**src/rtl/miriscv_fetch_unit.sv**
```systemverilog
// Fetch-stage front end: fetch PC, in-flight read tracking with squash of
// stale responses, and a small instruction FIFO presented to decode.
package miriscv_pkg;
  localparam int XLEN = 32;
endpackage

module miriscv_fetch_unit
  import miriscv_pkg::*;
#(
  parameter int FIFO_DEPTH      = 2,
  parameter int MAX_OUTSTANDING = 2
) (
  input  logic            clk_i,
  input  logic            arstn_i,
  input  logic            cu_stall_f_i,
  input  logic            cu_kill_f_i,
  input  logic            cu_force_f_i,
  input  logic [XLEN-1:0] cu_force_pc_i,
  output logic            instr_req_o,
  output logic [XLEN-1:0] instr_addr_o,
  input  logic            instr_rvalid_i,
  input  logic [XLEN-1:0] instr_rdata_i,
  output logic            f_valid_o,
  output logic [XLEN-1:0] f_instr_o,
  output logic [XLEN-1:0] f_current_pc_o,
  output logic [XLEN-1:0] f_next_pc_o
);
  localparam int PTR_W = $clog2(FIFO_DEPTH);
  localparam int CNT_W = $clog2(FIFO_DEPTH + 1);
  localparam int OUT_W = $clog2(MAX_OUTSTANDING + 1);
  localparam int SUM_W = ((CNT_W > OUT_W) ? CNT_W : OUT_W) + 1;

  localparam logic [OUT_W-1:0] MAX_OUT = OUT_W'(MAX_OUTSTANDING);
  localparam logic [OUT_W-1:0] OUT_ONE = OUT_W'(1);
  localparam logic [SUM_W-1:0] DEPTH_S = SUM_W'(FIFO_DEPTH);
  localparam logic [PTR_W-1:0] PTR_ONE = PTR_W'(1);
  localparam logic [XLEN-1:0]  PC_STEP = XLEN'(4);

  logic [XLEN-1:0]  fetch_pc;
  logic [XLEN-1:0]  deliver_pc;
  logic             started;
  logic [OUT_W-1:0] outstanding;
  logic [OUT_W-1:0] discard;

  logic [XLEN-1:0]  fifo_mem [FIFO_DEPTH];
  logic [PTR_W-1:0] rd_ptr;
  logic [PTR_W-1:0] wr_ptr;
  logic [CNT_W-1:0] fifo_count;

  logic             flush;
  logic             pop;
  logic             push;
  logic             fifo_empty;
  logic [SUM_W-1:0] occupancy;

  // Requests are throttled so every in-flight read already owns a FIFO slot.
  always_comb begin
    flush          = cu_force_f_i | cu_kill_f_i;
    fifo_empty     = (fifo_count == '0);
    f_valid_o      = ~fifo_empty & ~flush;
    pop            = f_valid_o & ~cu_stall_f_i;
    push           = instr_rvalid_i & (discard == '0) & ~flush;
    occupancy      = SUM_W'(outstanding) + SUM_W'(fifo_count) - SUM_W'(pop);
    instr_req_o    = started & ~flush & (outstanding < MAX_OUT) & (occupancy < DEPTH_S);
    instr_addr_o   = fetch_pc;
    f_instr_o      = fifo_empty ? '0 : fifo_mem[rd_ptr];
    f_current_pc_o = deliver_pc;
    f_next_pc_o    = deliver_pc + PC_STEP;
  end

  always_ff @(posedge clk_i or negedge arstn_i) begin
    if (!arstn_i) begin
      fetch_pc    <= '0;
      deliver_pc  <= '0;
      started     <= 1'b0;
      outstanding <= '0;
      discard     <= '0;
      rd_ptr      <= '0;
      wr_ptr      <= '0;
      fifo_count  <= '0;
    end else begin
      if (cu_force_f_i) started <= 1'b1;

      if (instr_rvalid_i && (outstanding == '0))
        outstanding <= '0;
      else
        outstanding <= outstanding + OUT_W'(instr_req_o) - OUT_W'(instr_rvalid_i);

      // Every read still in flight at a flush belongs to the squashed path.
      if (flush)
        discard <= (outstanding == '0) ? '0 : outstanding - OUT_W'(instr_rvalid_i);
      else if (instr_rvalid_i && (discard != '0))
        discard <= discard - OUT_ONE;

      if (cu_force_f_i) begin
        fetch_pc   <= cu_force_pc_i;
        deliver_pc <= cu_force_pc_i;
      end else if (cu_kill_f_i) begin
        fetch_pc   <= deliver_pc;
      end else begin
        if (instr_req_o) fetch_pc   <= fetch_pc + PC_STEP;
        if (pop)         deliver_pc <= deliver_pc + PC_STEP;
      end

      if (flush) begin
        rd_ptr     <= '0;
        wr_ptr     <= '0;
        fifo_count <= '0;
      end else begin
        if (push) wr_ptr <= wr_ptr + PTR_ONE;
        if (pop)  rd_ptr <= rd_ptr + PTR_ONE;
        fifo_count <= fifo_count + CNT_W'(push) - CNT_W'(pop);
      end
    end
  end

  // NOTE: the storage array is deliberately not reset; validity lives in the
  // reset pointers/count, and f_instr_o is masked to zero while empty.
  always_ff @(posedge clk_i) begin
    if (push) fifo_mem[wr_ptr] <= instr_rdata_i;
  end

  rvalid_tracked: assert property (@(posedge clk_i) disable iff (!arstn_i)
    instr_rvalid_i |-> (outstanding != '0));

endmodule
```
**config.mk**
```make
export PLATFORM = sky130hd
export DESIGN_NAME = miriscv_fetch_unit
export DESIGN_NICKNAME = d
export VERILOG_FILES = /design/src/rtl/miriscv_fetch_unit.sv
export SDC_FILE = /design/constraint.sdc
export NUM_CORES = 1
export LEC_CHECK = 0
export CORE_MARGIN = 1
export CORE_UTILIZATION = 50
export CTS_BUF_LIST = sky130_fd_sc_hd__clkbuf_4
export CTS_CLUSTER_SIZE = 16
export DETAILED_ROUTE_END_ITERATION = 12
export PLACE_DENSITY = 0.9
export SLEW_MARGIN = 20
export SYNTH_ARGS = -nofsm -noshare
export SYNTH_HDL_FRONTEND = slang
export SYNTH_SLANG_ARGS = --single-unit
```
**constraint.sdc**
```tcl
create_clock -name clk_i -period 6.4 [get_ports clk_i]
set_input_delay 1.6 -clock clk_i [delete_from_list [all_inputs] [get_ports clk_i]]
set_output_delay 1.6 -clock clk_i [all_outputs]
set_load 0.05 [all_outputs]
```
Yosys cells after proc, flatten, opt, wreduce, memory -nomap -nowiden. Memory sizes are Yosys's and may differ from the RTL's. Cells that the tools add are included.

ROM bits: 0. Bits in latches: 0. Output and inout bits: 130. Word-level logic and storage cells: 65. Flip-flop bits (word level): 73. Memories kept: 1. RAM bits: 64. Input port bits: 70.

Memories: fifo_mem (words 2, bits a word 32, rd ports 1, clocked after memory_dff 0, wr ports 1, line 45) `logic [XLEN-1:0] fifo_mem [FIFO_DEPTH];`.

Shift operators: 0. Multiply operators: 0. Bitwise gates (word level): 11. Order comparisons: 2. Multiplexer cells: 18. Add/sub/neg operators: 12. Eq/ne operators: 1. Div/mod/pow operators: 0. Reductions and logical operators: 12.

Operators by type and width (count): $mux 32 (7); $add 32x3->32 const B (2); $mux 2 (5); $reduce_bool 2->1 (5); $and 1x1->1 (7); $logic_not 2->1 (3); $mux 1 (6); $sub 2x1->2 (3); $add 2x1->2 (2); $add 2x2->3 (1); $lt 3x2->1 const B (1); $not 1->1 (3); $reduce_bool 3->1 (1); $sub 3x1->3 (1); $add 1x1->1 const B (2); $logic_and 1x1->1 (2); $lt 2x2->1 const B (1); $ne 2x1->1 const B (1); $reduce_and 2->1 (1); $sub 2x1->2 const B (1); $or 1x1->1 (1).

Longest topological paths before layout. Gate-level depths: netlist of the first run.

Word-level depth: 10. Gate-level depth with buffers: 15. Depth with buffers taken out: 11.

Least setup slack after synthesis of the first run. No wires, ideal clock.

Path type: input -> output. From: input cu_force_f_i. To: output instr_req_o. Path buffers: 4. Slack: 0.237 ns. Stages: 12. Data arrival time: 4.563 ns. Path through: buf_2 -> or2_4 -> or2_1 -> buf_2 -> buf_2 -> nor2_1 -> o21ai_0 -> fa_1 -> xnor2_1 -> or3_1 -> clkbuf_1 -> nor2_1.

Word-level cells in the longest chain between the ends: 7. Elaborated cells between the ends (all ways): 9. Those cells by class: add/sub: 1; order compare: 1; bitwise: 7.

RTL lines: from (decl) (line 17) `input logic cu_force_f_i,`; $or 1x1->1 (*) (line 58) `flush = cu_force_f_i | cu_kill_f_i;`; $not 1->1 (*) (line 60, 64); $and 1x1->1 (line 60) `f_valid_o = ~fifo_empty & ~flush;`; $and 1x1->1 (line 61) `pop = f_valid_o & ~cu_stall_f_i;`; $sub 3x1->3 (line 63) `occupancy = SUM_W'(outstanding) + SUM_W'(fifo_count) - SUM_W'(pop);`; $lt 3x2->1 (line 64) `instr_req_o = started & ~flush & (outstanding < MAX_OUT) & (occupancy < DEPTH_S);`; $and 1x1->1 (*) (line 64); to (decl) (line 19) `output logic instr_req_o,`.

Every way passes the cells marked *; elsewhere a longest branch is shown, timed or not.

Final worst setup path of the first run.
From: input cu_kill_f_i. To: output instr_req_o.

Word-level cells in the longest chain between the ends: 7. Elaborated cells between the ends (all ways): 9. Those cells by class: add/sub: 1; order compare: 1; bitwise: 7.

RTL lines: from (decl) (line 16) `input logic cu_kill_f_i,`; $or 1x1->1 (*) (line 58); $not 1->1 (*) (line 60, 64); $and 1x1->1 (line 60); $and 1x1->1 (line 61); $sub 3x1->3 (line 63); $lt 3x2->1 (line 64); $and 1x1->1 (*) (line 64).

Marked as above.

==> results of run 1 <==
## cells in the mapped netlist, types with 4 or more instances
| library cell | n |
|---|---|
| nor2_1 | 79 |
| dfrtp_1 | 73 |
| nand2_1 | 70 |
| edfxtp_1 | 64 |
| nand3_1 | 39 |
| o21ai_0 | 37 |
| mux2i_1 | 34 |
| a21oi_1 | 32 |
| xnor2_1 | 31 |
| xor2_1 | 22 |
| clkbuf_1 | 19 |
| inv_1 | 19 |
| buf_2 | 17 |
| nand4_1 | 17 |
| a31oi_1 | 10 |
| and2_1 | 9 |
| and3_1 | 9 |
| ha_1 | 8 |
| a21boi_0 | 7 |
| a2bb2oi_1 | 7 |
| o211ai_1 | 7 |
| o311ai_0 | 7 |
| nor3_1 | 6 |
| o31ai_1 | 6 |
| a221o_1 | 5 |
| mux2_2 | 5 |
| a21o_1 | 4 |
| a22oi_1 | 4 |
| o22a_1 | 4 |
## metrics by stage
step / power (uW) / cell area (um^2) / utilization, % / instances
3_3_place_gp: 1900 / 9480 / 65.5 / 1070
6_report: 2470 / 9770 / 67.4 / 1103
2_1_floorplan: 1640 / 7420 / - / 723
4_1_cts: 2480 / 9760 / 67.4 / 1102
3_5_place_dp: 1930 / 9480 / 65.5 / 1070
5_1_grt: 2580 / 9760 / 67.4 / 1102
## path summary, 6_finish.rpt
kind                          startpoint                  to
hold / removal                   started             started
setup / recovery             cu_kill_f_i         instr_req_o
max in group asynchronous        arstn_i              rd_ptr
setup reg to reg           fifo_count[0]      outstanding[1]
min in group asynchronous        arstn_i  f_current_pc_o[18]
hold reg to reg                  started             started
## routing by layer
| layer | share of wire [%] | vias to the layer above |
|---|---|---|
| li1 | - | 2989 |
| met1 | 40 | 3196 |
| met2 | 49 | 300 |
| met3 | 6.7 | 66 |
| met4 | 4.0 | 0 |
| met5 | 0 | - |
## sequential cells by signal (all words and copies together), names as in the netlist
register and cells:
fifo_count 2, instr_addr_o 32, outstanding 2, wr_ptr 1, rd_ptr 1, f_current_pc_o 32, started 1, fifo_mem 64
discard 2
## worst max-delay path, delay by kind of cell
kind / cells / cell delay (ps)
xor gates and xnor gates: 1 / 110
adders and majority gates: 1 / 220
and+or+nand+nor: 5 / 1540
AOI/OAI and AO/OA: 1 / 180
buffers and inverters: 3 / 820
## logic make-up after synthesis
kind of cell / count (synthesis) / share of synthesized area (%)
flip-flops: 137 / 50.5
multiplexers: 39 / 5.35
XOR/XNOR: 53 / 6.26
AO/OA/AOI/OAI: 154 / 13.8
AND/OR/NAND/NOR: 264 / 18.0
adder cells (fa/ha/maj): 9 / 1.62
buffers and inverters: 67 / 4.40
## power groups by stage
stage                     combinational (uW)  clock (uW)  sequential [uW]
final                                    819         557             1100
after global routing                     873         603             1110
after CTS                                819         566             1090
after detailed placement                 815           0             1110
after global placement                   798           0             1110
after floorplan                          394           0             1240
## area by class of cell
type | instances | area (um^2)
inverter | 20 | 77.6
clock buffer | 17 | 128
fill | 1093 | 4710
antenna | 1 | 2.50
tap | 184 | 230
clock inverter | 15 | 150
multi-input combinational | 519 | 3350
sequential | 137 | 3750
timing repair buffer | 210 | 2080
==> flow_summary.json, run 1 <==
{
  "status": "finished, final reports clean",
  "switching_power_uw": 1000,
  "synth-async-reset-ratio_pct": 53.3,
  "vias_per_cell": 5.94,
  "fin_ws_ps": 332,
  "syn_nets": 802,
  "place.gp.congestion": 0.881,
  "pwr-share-seq_pct": 44.3,
  "min_path_type": "flop to flop",
  "holdBufCountCts": 0,
  "worstPathRequired_ps": 4800,
  "whs_ps": 485,
  "cts_buffer_depth": 2,
  "start_util_pct": 51.2,
  "antenna_found_initial": 0,
  "cp-end-kind": "primary output",
  "post_cts_buffers": 0,
  "finClkSkew_ps": 13.5,
  "yosys.area.top_type": "edfxtp_1",
  "cts_tree": "yes",
  "io_buffers": 199,
  "setup_viol": 0,
  "yosysSeqAreaShare_pct": 50.5,
  "layout_common_cells": "196 x clkdlybuf4s50_1, 76 x nor2_1, 72 x dfrtp_1",
  "fmax_mhz": 165,
  "fin_nets": 984,
  "slowest_stage": "or3_1",
  "place_ws_ps": 339,
  "grt_pass1_vias": 6201,
  "clock_power_share_pct": 22.6,
  "synthCells": 723,
  "synth_top_area_share_pct": 25.9,
  "cts_sinks": 137,
  "yosysWarnings": 0,
  "clk_pin_slew_worst_paths_ps": 130,
  "tightest_slew_ps": 982,
  "cp_max_fo": 16,
  "reg2regPathDepth": 12,
  "synthTopCellsByArea": "edfxtp_1 26%, dfrtp_1 25%, mux2i_1 4.6%, nor2_1 4.0%, xnor2_1 3.7%",
  "die-area_um2": 15300,
  "drive_above_1_share_pct": 8.50,
  "grt_max_degree": 74,
  "dr.pass1.iters": 5,
  "path_class": "input pin to primary output",
  "reg2reg_setup_slack_ps": 2800,
  "busiest_layer": "met2",
  "tns_ps": 0,
  "startpoint_type": "input pin",
  "h-tree-depth": 4,
  "min_path_cells": 1,
  "totalWireLength_mm": 20.1,
  "ir_worst_vdd_uv": 200,
  "grt_use_met3_pct": 5.77,
  "final_common_cell": "clkdlybuf4s50_1",
  "maxCapViolations": 0,
  "worstPathArrival_ps": 4470,
  "dp_hpwl_mm": 14.2,
  "cts_resized": 0,
  "comb_power_share_pct": 33.1,
  "finalCriticalPeriod_ps": 6070,
  "grt_usage_pct": 27.1,
  "use_met1_pct": 34.6,
  "ant_nets": 0,
  "hold_viol": 0,
  "wl_per_cell_um": 18.2,
  "rows": 44,
  "grt_pass1_wl_mm": 31.5,
  "die_w_um": 124,
  "worst_path_largest_cell_delay_ps": 520,
  "ys.flop_type": "dfrtp_1",
  "p_leak_uw": 0.00362,
  "synth_seq_cells": 137,
  "drc": 0,
  "insertion_delay_ps": 570,
  "p_int_uw": 1470,
  "ys_types": 72,
  "cts_root_buf": "clkbuf_4",
  "power.density_nw_per_um2": 253,
  "grt_overflow": 0,
  "synth-edff-count": 64,
  "syn_area_um2": 7420,
  "rsz0062_at_grt": "false",
  "slew_headroom_pct": 34.5,
  "vias": 6551,
  "drtIter0Drc": 575,
  "area_delta_synth_final_pct": 31.7,
  "p_sw_share_pct": 40.6,
  "period_share_pct": 94.8,
  "cts_buffers": 17,
  "die_h_um": 124,
  "slew_violations": 0,
  "core_area_um2": 14500,
  "crit_chain": "clkdlybuf4s50_1 -> or2_4 -> or2_1 -> buf_4 -> and2_1 -> o21ai_0 -> fa_1 -> xnor2_1 -> or3_1 -> nor2_1 -> buf_12",
  "grt_util_met2_pct": 43.4,
  "syn_area_per_cell_um2": 10.3,
  "io_pins": 200
}
(Power assumes the default switching activity.)
==> run 2: changes to the inputs <==
--- a/config.mk
+++ b/config.mk
@@ -5,9 +5,10 @@
 export SDC_FILE = /design/constraint.sdc
 export NUM_CORES = 1
 export LEC_CHECK = 0
+export CAP_MARGIN = 20
 export CORE_MARGIN = 1
 export CORE_UTILIZATION = 50
-export CTS_BUF_LIST = sky130_fd_sc_hd__clkbuf_4
+export CTS_BUF_LIST = sky130_fd_sc_hd__clkbuf_8
 export CTS_CLUSTER_SIZE = 16
 export DETAILED_ROUTE_END_ITERATION = 12
 export PLACE_DENSITY = 0.9
==> run 2 against run 1 <==
Effect of this change: power is 5.4% higher; the run now ends with DRC left; final cell count about the same; global-route usage up 0.064 points; count of clock-buffer cells in the layout stayed put; wire length grew 0.91%; fmax about the same; worst hold slack got worse by 9.4 ps; largest power group unchanged; largest cell class unchanged; sequential share of layout area down 0.40 points.
==> flow_summary.json, run 2 (same netlist as run 1, synthesis figures left out) <==
{
  "p_sw_share_pct": 39.2,
  "crit_chain": "clkdlybuf4s50_1 -> or2_4 -> or2_1 -> buf_4 -> and2_1 -> o21ai_0 -> fa_1 -> xnor2_1 -> or3_1 -> nor2_1 -> buf_12",
  "antennaDiodeCount": 0,
  "r2r-end": "outstanding[1]",
  "cp-end-kind": "primary output",
  "tightest_slew_ps": 972,
  "rsz0062_at_grt": "false",
  "drtIter0Drc": 627,
  "min_path_type": "flop to flop",
  "reg2reg_from": "fifo_count[0]",
  "io_pins": 200,
  "p_int_uw": 1580,
  "cts_buffer_depth": 2,
  "post_cts_buffers": 0,
  "grt_max_degree": 74,
  "period_share_pct": 94.8,
  "drive_above_1_share_pct": 8.50,
  "setup_viol": 0,
  "holdBufCountCts": 0,
  "cp_max_fo": 16,
  "final_common_cell": "clkdlybuf4s50_1",
  "worstPathArrival_ps": 4470,
  "largest_reg_flops": 64,
  "ant_nets": 0,
  "ir_worst_vdd_uv": 204,
  "fillers": 1078,
  "die_h_um": 124,
  "cts_buffers": 17,
  "switching_power_uw": 1020,
  "start_util_pct": 51.2,
  "slew_headroom_pct": 35.2,
  "tns_ps": 0,
  "cts_tree": "yes",
  "status": "complete, but fails checks",
  "finClkSkew_ps": 8.55,
  "grt_overflow": 0,
  "cts_sinks": 137,
  "place_ws_ps": 339,
  "comb_power_share_pct": 31.5,
  "whs_ps": 475,
  "cts_resized": 0,
  "rows": 44,
  "multi_input_area_um2": 3350,
  "hold_viol": 0,
  "p_leak_uw": 0.00366,
  "regArea_um2": 3750,
  "startpoint_type": "input pin",
  "insertion_delay_ps": 450,
  "hp-start": "started",
  "dp_hpwl_mm": 14.2,
  "worst_path_largest_cell_delay_ps": 520,
  "fin_nets": 984,
  "hold_path_end": "started",
  "area_delta_synth_final_pct": 33.1,
  "fin_ws_ps": 331,
  "clk_pin_slew_worst_paths_ps": 80,
  "vias": 6531,
  "finalCriticalPeriod_ps": 6070,
  "top_register": "fifo_mem",
  "wl_per_cell_um": 18.4,
  "failed_checks": "DRC",
  "totalWireLength_mm": 20.2,
  "min_path_cells": 1,
  "grt_usage_pct": 27.1,
  "layout_common_cells": "196 x clkdlybuf4s50_1, 76 x nor2_1, 72 x dfrtp_1",
  "h-tree-depth": 4,
  "die-area_um2": 15300,
  "worstPathRequired_ps": 4800,
  "path_class": "input pin to primary output",
  "total_power_uw": 2600,
  "reg2reg_setup_slack_ps": 2820,
  "grt_pass1_vias": 6247,
  "core_area_um2": 14500,
  "pwr-share-seq_pct": 42.1,
  "dr.pass1.iters": 9,
  "slowest_stage": "or3_1",
  "die_w_um": 124,
  "clock_power_share_pct": 26.4,
  "vias_per_cell": 5.93,
  "antenna_found_initial": 0,
  "cts_root_buf": "clkbuf_8",
  "maxCapViolations": 0,
  "power.density_nw_per_um2": 264,
  "fmax_mhz": 165,
  "io_buffers": 199,
  "reg2regPathDepth": 12,
  "drc": 1,
  "grt_pass1_wl_mm": 31.6,
  "utilization_pct": 68.2,
  "place.gp.congestion": 0.881,
  "slew_violations": 0
}
[run 2: worst max-delay path: cells and delay by family]
family	cells	cell delay, ps
and+or+nand+nor	5	1530
AOI/OAI and AO/OA	1	180
xor gates and xnor gates	1	110
buffers and inverters	3	830
adders and majority gates	1	220
[run 2: how the worst max path moves through the flow]
| stage | to | slack [ps] | cells past startpoint | startpoint |
|---|---|---|---|---|
| 5_1_grt | instr_req_o | 250 | 11 | cu_kill_f_i |
| 3_3_place_gp | instr_req_o | 390 | 11 | cu_kill_f_i |
| 2_1_floorplan | instr_req_o | 240 | 12 | cu_force_f_i |
| 3_5_place_dp | instr_req_o | 340 | 11 | cu_kill_f_i |
| 6_report | instr_req_o | 330 | 11 | cu_kill_f_i |
| 4_1_cts | instr_req_o | 330 | 11 | cu_kill_f_i |
[run 2: power groups by stage]
stage	Combinational [uW]	Clock, uW	Sequential, uW
after CTS	818	701	1090
after detailed placement	815	0	1110
after global routing	872	737	1110
final	819	688	1100
after floorplan	394	0	1240
after global placement	798	0	1110
[run 2: area by class of cell]
| class | instances | share of cell area (%) |
|---|---|---|
| Inverter | 20 | 0.786 |
| Clock buffer | 17 | 2.37 |
| Clock inverter | 15 | 1.52 |
| Sequential cell | 137 | 38.0 |
| Tap cell | 184 | 2.33 |
| Timing Repair Buffer | 210 | 21.0 |
| Multi-Input combinational cell | 519 | 34.0 |
[run 2: layer usage]
| metal | share of wire (%) | global-route usage (%) | wire [um] |
|---|---|---|---|
| met4 | 4.1 | 14.8 | 832 |
| met5 | 0 | 0 | 0 |
| met2 | 50 | 43.6 | 10000 |
| met3 | 6.8 | 6.14 | 1370 |
| met1 | 40 | 33.9 | 8020 |
[run 2: metrics by stage]
step           instance area (um^2)  std cells
2_1_floorplan                  7420        723
3_3_place_gp                   9480       1070
3_5_place_dp                   9480       1070
4_1_cts                        9870       1102
5_1_grt                        9870       1102
6_report                       9870       1102
==> run 3: changes to the inputs <==
--- a/config.mk
+++ b/config.mk
@@ -6,6 +6,7 @@
 export NUM_CORES = 1
 export LEC_CHECK = 0
 export CAP_MARGIN = 20
+export CORE_ASPECT_RATIO = 1.25
 export CORE_MARGIN = 1
 export CORE_UTILIZATION = 50
 export CTS_BUF_LIST = sky130_fd_sc_hd__clkbuf_8
==> run 3 against run 2 <==
Effect of this change: clock skew is 3.3 ps higher; final area hardly changed; worst hold slack improved by 3.6 ps; sequential power hardly changed; fmax fell by 0.97%; critical path depth unchanged; via count decreased by 0.44%; power is 1.1% higher; count of clock-buffer cells in the layout unchanged; final cell count is 0.36% lower; utilization grew 0.38 points; the flow now finishes without violations.
==> flow_summary.json, run 3 (same netlist as run 1, synthesis figures left out) <==
{
  "slowest_stage": "or3_1",
  "vias": 6502,
  "pwr-share-seq_pct": 41.8,
  "finalCriticalPeriod_ps": 6130,
  "grt_pass1_wl_mm": 34.3,
  "grt_usage_pct": 28.6,
  "start_util_pct": 51.5,
  "setup_viol": 0,
  "cp_max_fo": 16,
  "startpoint_type": "input pin",
  "cts_buffer_depth": 2,
  "min_path_cells": 1,
  "cts_resized": 0,
  "slew_headroom_pct": 33.8,
  "top_register": "fifo_mem",
  "ant_nets": 0,
  "ir_worst_vdd_uv": 169,
  "grt_pass1_vias": 6468,
  "reg2reg_from": "fifo_count[0]",
  "worst_path_largest_cell_delay_ps": 520,
  "die-area_um2": 15300,
  "slew_violations": 0,
  "final_common_cell": "clkdlybuf4s50_1",
  "p_int_uw": 1590,
  "largest_reg_flops": 64,
  "drc": 0,
  "grt_overflow": 0,
  "cp-end-kind": "primary output",
  "whs_ps": 479,
  "dp.cells": 1065,
  "comb_power_share_pct": 31.6,
  "fmax_mhz": 163,
  "holdBufCountCts": 0,
  "utilization_pct": 68.5,
  "fin_nets": 985,
  "antenna_found_initial": 1,
  "status": "finished, final reports clean",
  "totalWireLength_mm": 21.5,
  "period_share_pct": 95.8,
  "clock_power_share_pct": 26.6,
  "hold_viol": 0,
  "grt_max_degree": 74,
  "post_cts_buffers": 0,
  "cts_sinks": 137,
  "power.density_nw_per_um2": 267,
  "reg2reg_setup_slack_ps": 2940,
  "cts_tree": "yes",
  "cts_root_buf": "clkbuf_8",
  "dp_hpwl_mm": 15.0,
  "maxCapViolations": 0,
  "vias_per_cell": 5.92,
  "worstPathRequired_ps": 4800,
  "drtIter0Drc": 643,
  "die_w_um": 111,
  "drive_above_1_share_pct": 8.49,
  "path_class": "input pin to primary output",
  "min_path_type": "flop to flop",
  "layout_common_cells": "196 x clkdlybuf4s50_1, 76 x nor2_1, 72 x dfrtp_1",
  "p_sw_share_pct": 39.8,
  "tns_ps": 0,
  "crit_chain": "clkdlybuf4s50_1 -> or2_4 -> or2_1 -> buf_4 -> and2_1 -> o21ai_0 -> fa_1 -> xnor2_1 -> or3_1 -> nor2_1 -> buf_12",
  "insertion_delay_ps": 460,
  "core_area_um2": 14400,
  "io_buffers": 199,
  "finClkSkew_ps": 11.8,
  "tightest_slew_ps": 993,
  "switching_power_uw": 1050,
  "die_h_um": 138,
  "p_leak_uw": 0.00367,
  "worstPathArrival_ps": 4530,
  "io_pins": 200,
  "hp-start": "started",
  "cts_buffers": 17,
  "worst-path-buf-inv": 3,
  "wl_per_cell_um": 19.6,
  "place.gp.congestion": 0.910,
  "h-tree-depth": 4,
  "clk_pin_slew_worst_paths_ps": 80,
  "hold_path_end": "started",
  "worst_path_dominant_cell_family": "simple AND/OR/NAND/NOR gates",
  "reg2regPathDepth": 12,
  "layoutNonFillerInstCount": 1098,
  "dr.pass1.iters": 6,
  "rsz0062_at_grt": "false",
  "rows": 49,
  "r2r-end": "outstanding[1]",
  "area_delta_synth_final_pct": 33.2
}
run 3: cell type report:
cell class	count	area, um^2
diodes	1	2.50
clock buffers	17	234
clock inverters	15	156
fillers	1031	4530
inverters	20	77.6
multi-input cells	519	3350
flip-flops and latches	137	3750
well taps	178	223
repair buffers	211	2080
run 3: how the worst max path moves through the flow:
stage | slack (ps) | depth (start not counted) | startpoint | to
3_5_place_dp | 310 | 11 | cu_kill_f_i | instr_req_o
6_report | 270 | 11 | cu_kill_f_i | instr_req_o
4_1_cts | 280 | 11 | cu_kill_f_i | instr_req_o
2_1_floorplan | 240 | 12 | cu_force_f_i | instr_req_o
3_3_place_gp | 350 | 11 | cu_kill_f_i | instr_req_o
5_1_grt | 170 | 10 | cu_kill_f_i | instr_req_o
run 3: per-stage QoR:
step | area [um^2] | setup slack, ps | total power [uW]
detailed placement | 9480 | 311 | 1940
global route | 9880 | 169 | 2740
finish | 9880 | 271 | 2630
global placement | 9480 | 350 | 1910
floorplan | 7420 | 237 | 1640
CTS | 9870 | 285 | 2630
run 3: layer usage:
layer / vias up / share of wire [%] / GRT usage, %
met5: - / 0 / 0
met4: 0 / 3.5 / 13.0
met3: 53 / 8.4 / 6.49
met2: 342 / 49 / 46.7
met1: 3113 / 39 / 36.3
li1: 2994 / - / -
run 3: power groups by stage:
stage / combinational (uW) / clock, uW / sequential (uW)
detailed placement: 821 / 0 / 1110
global placement: 803 / 0 / 1110
global route: 882 / 744 / 1110
floorplan: 394 / 0 / 1240
CTS: 828 / 708 / 1100
finish: 831 / 701 / 1100
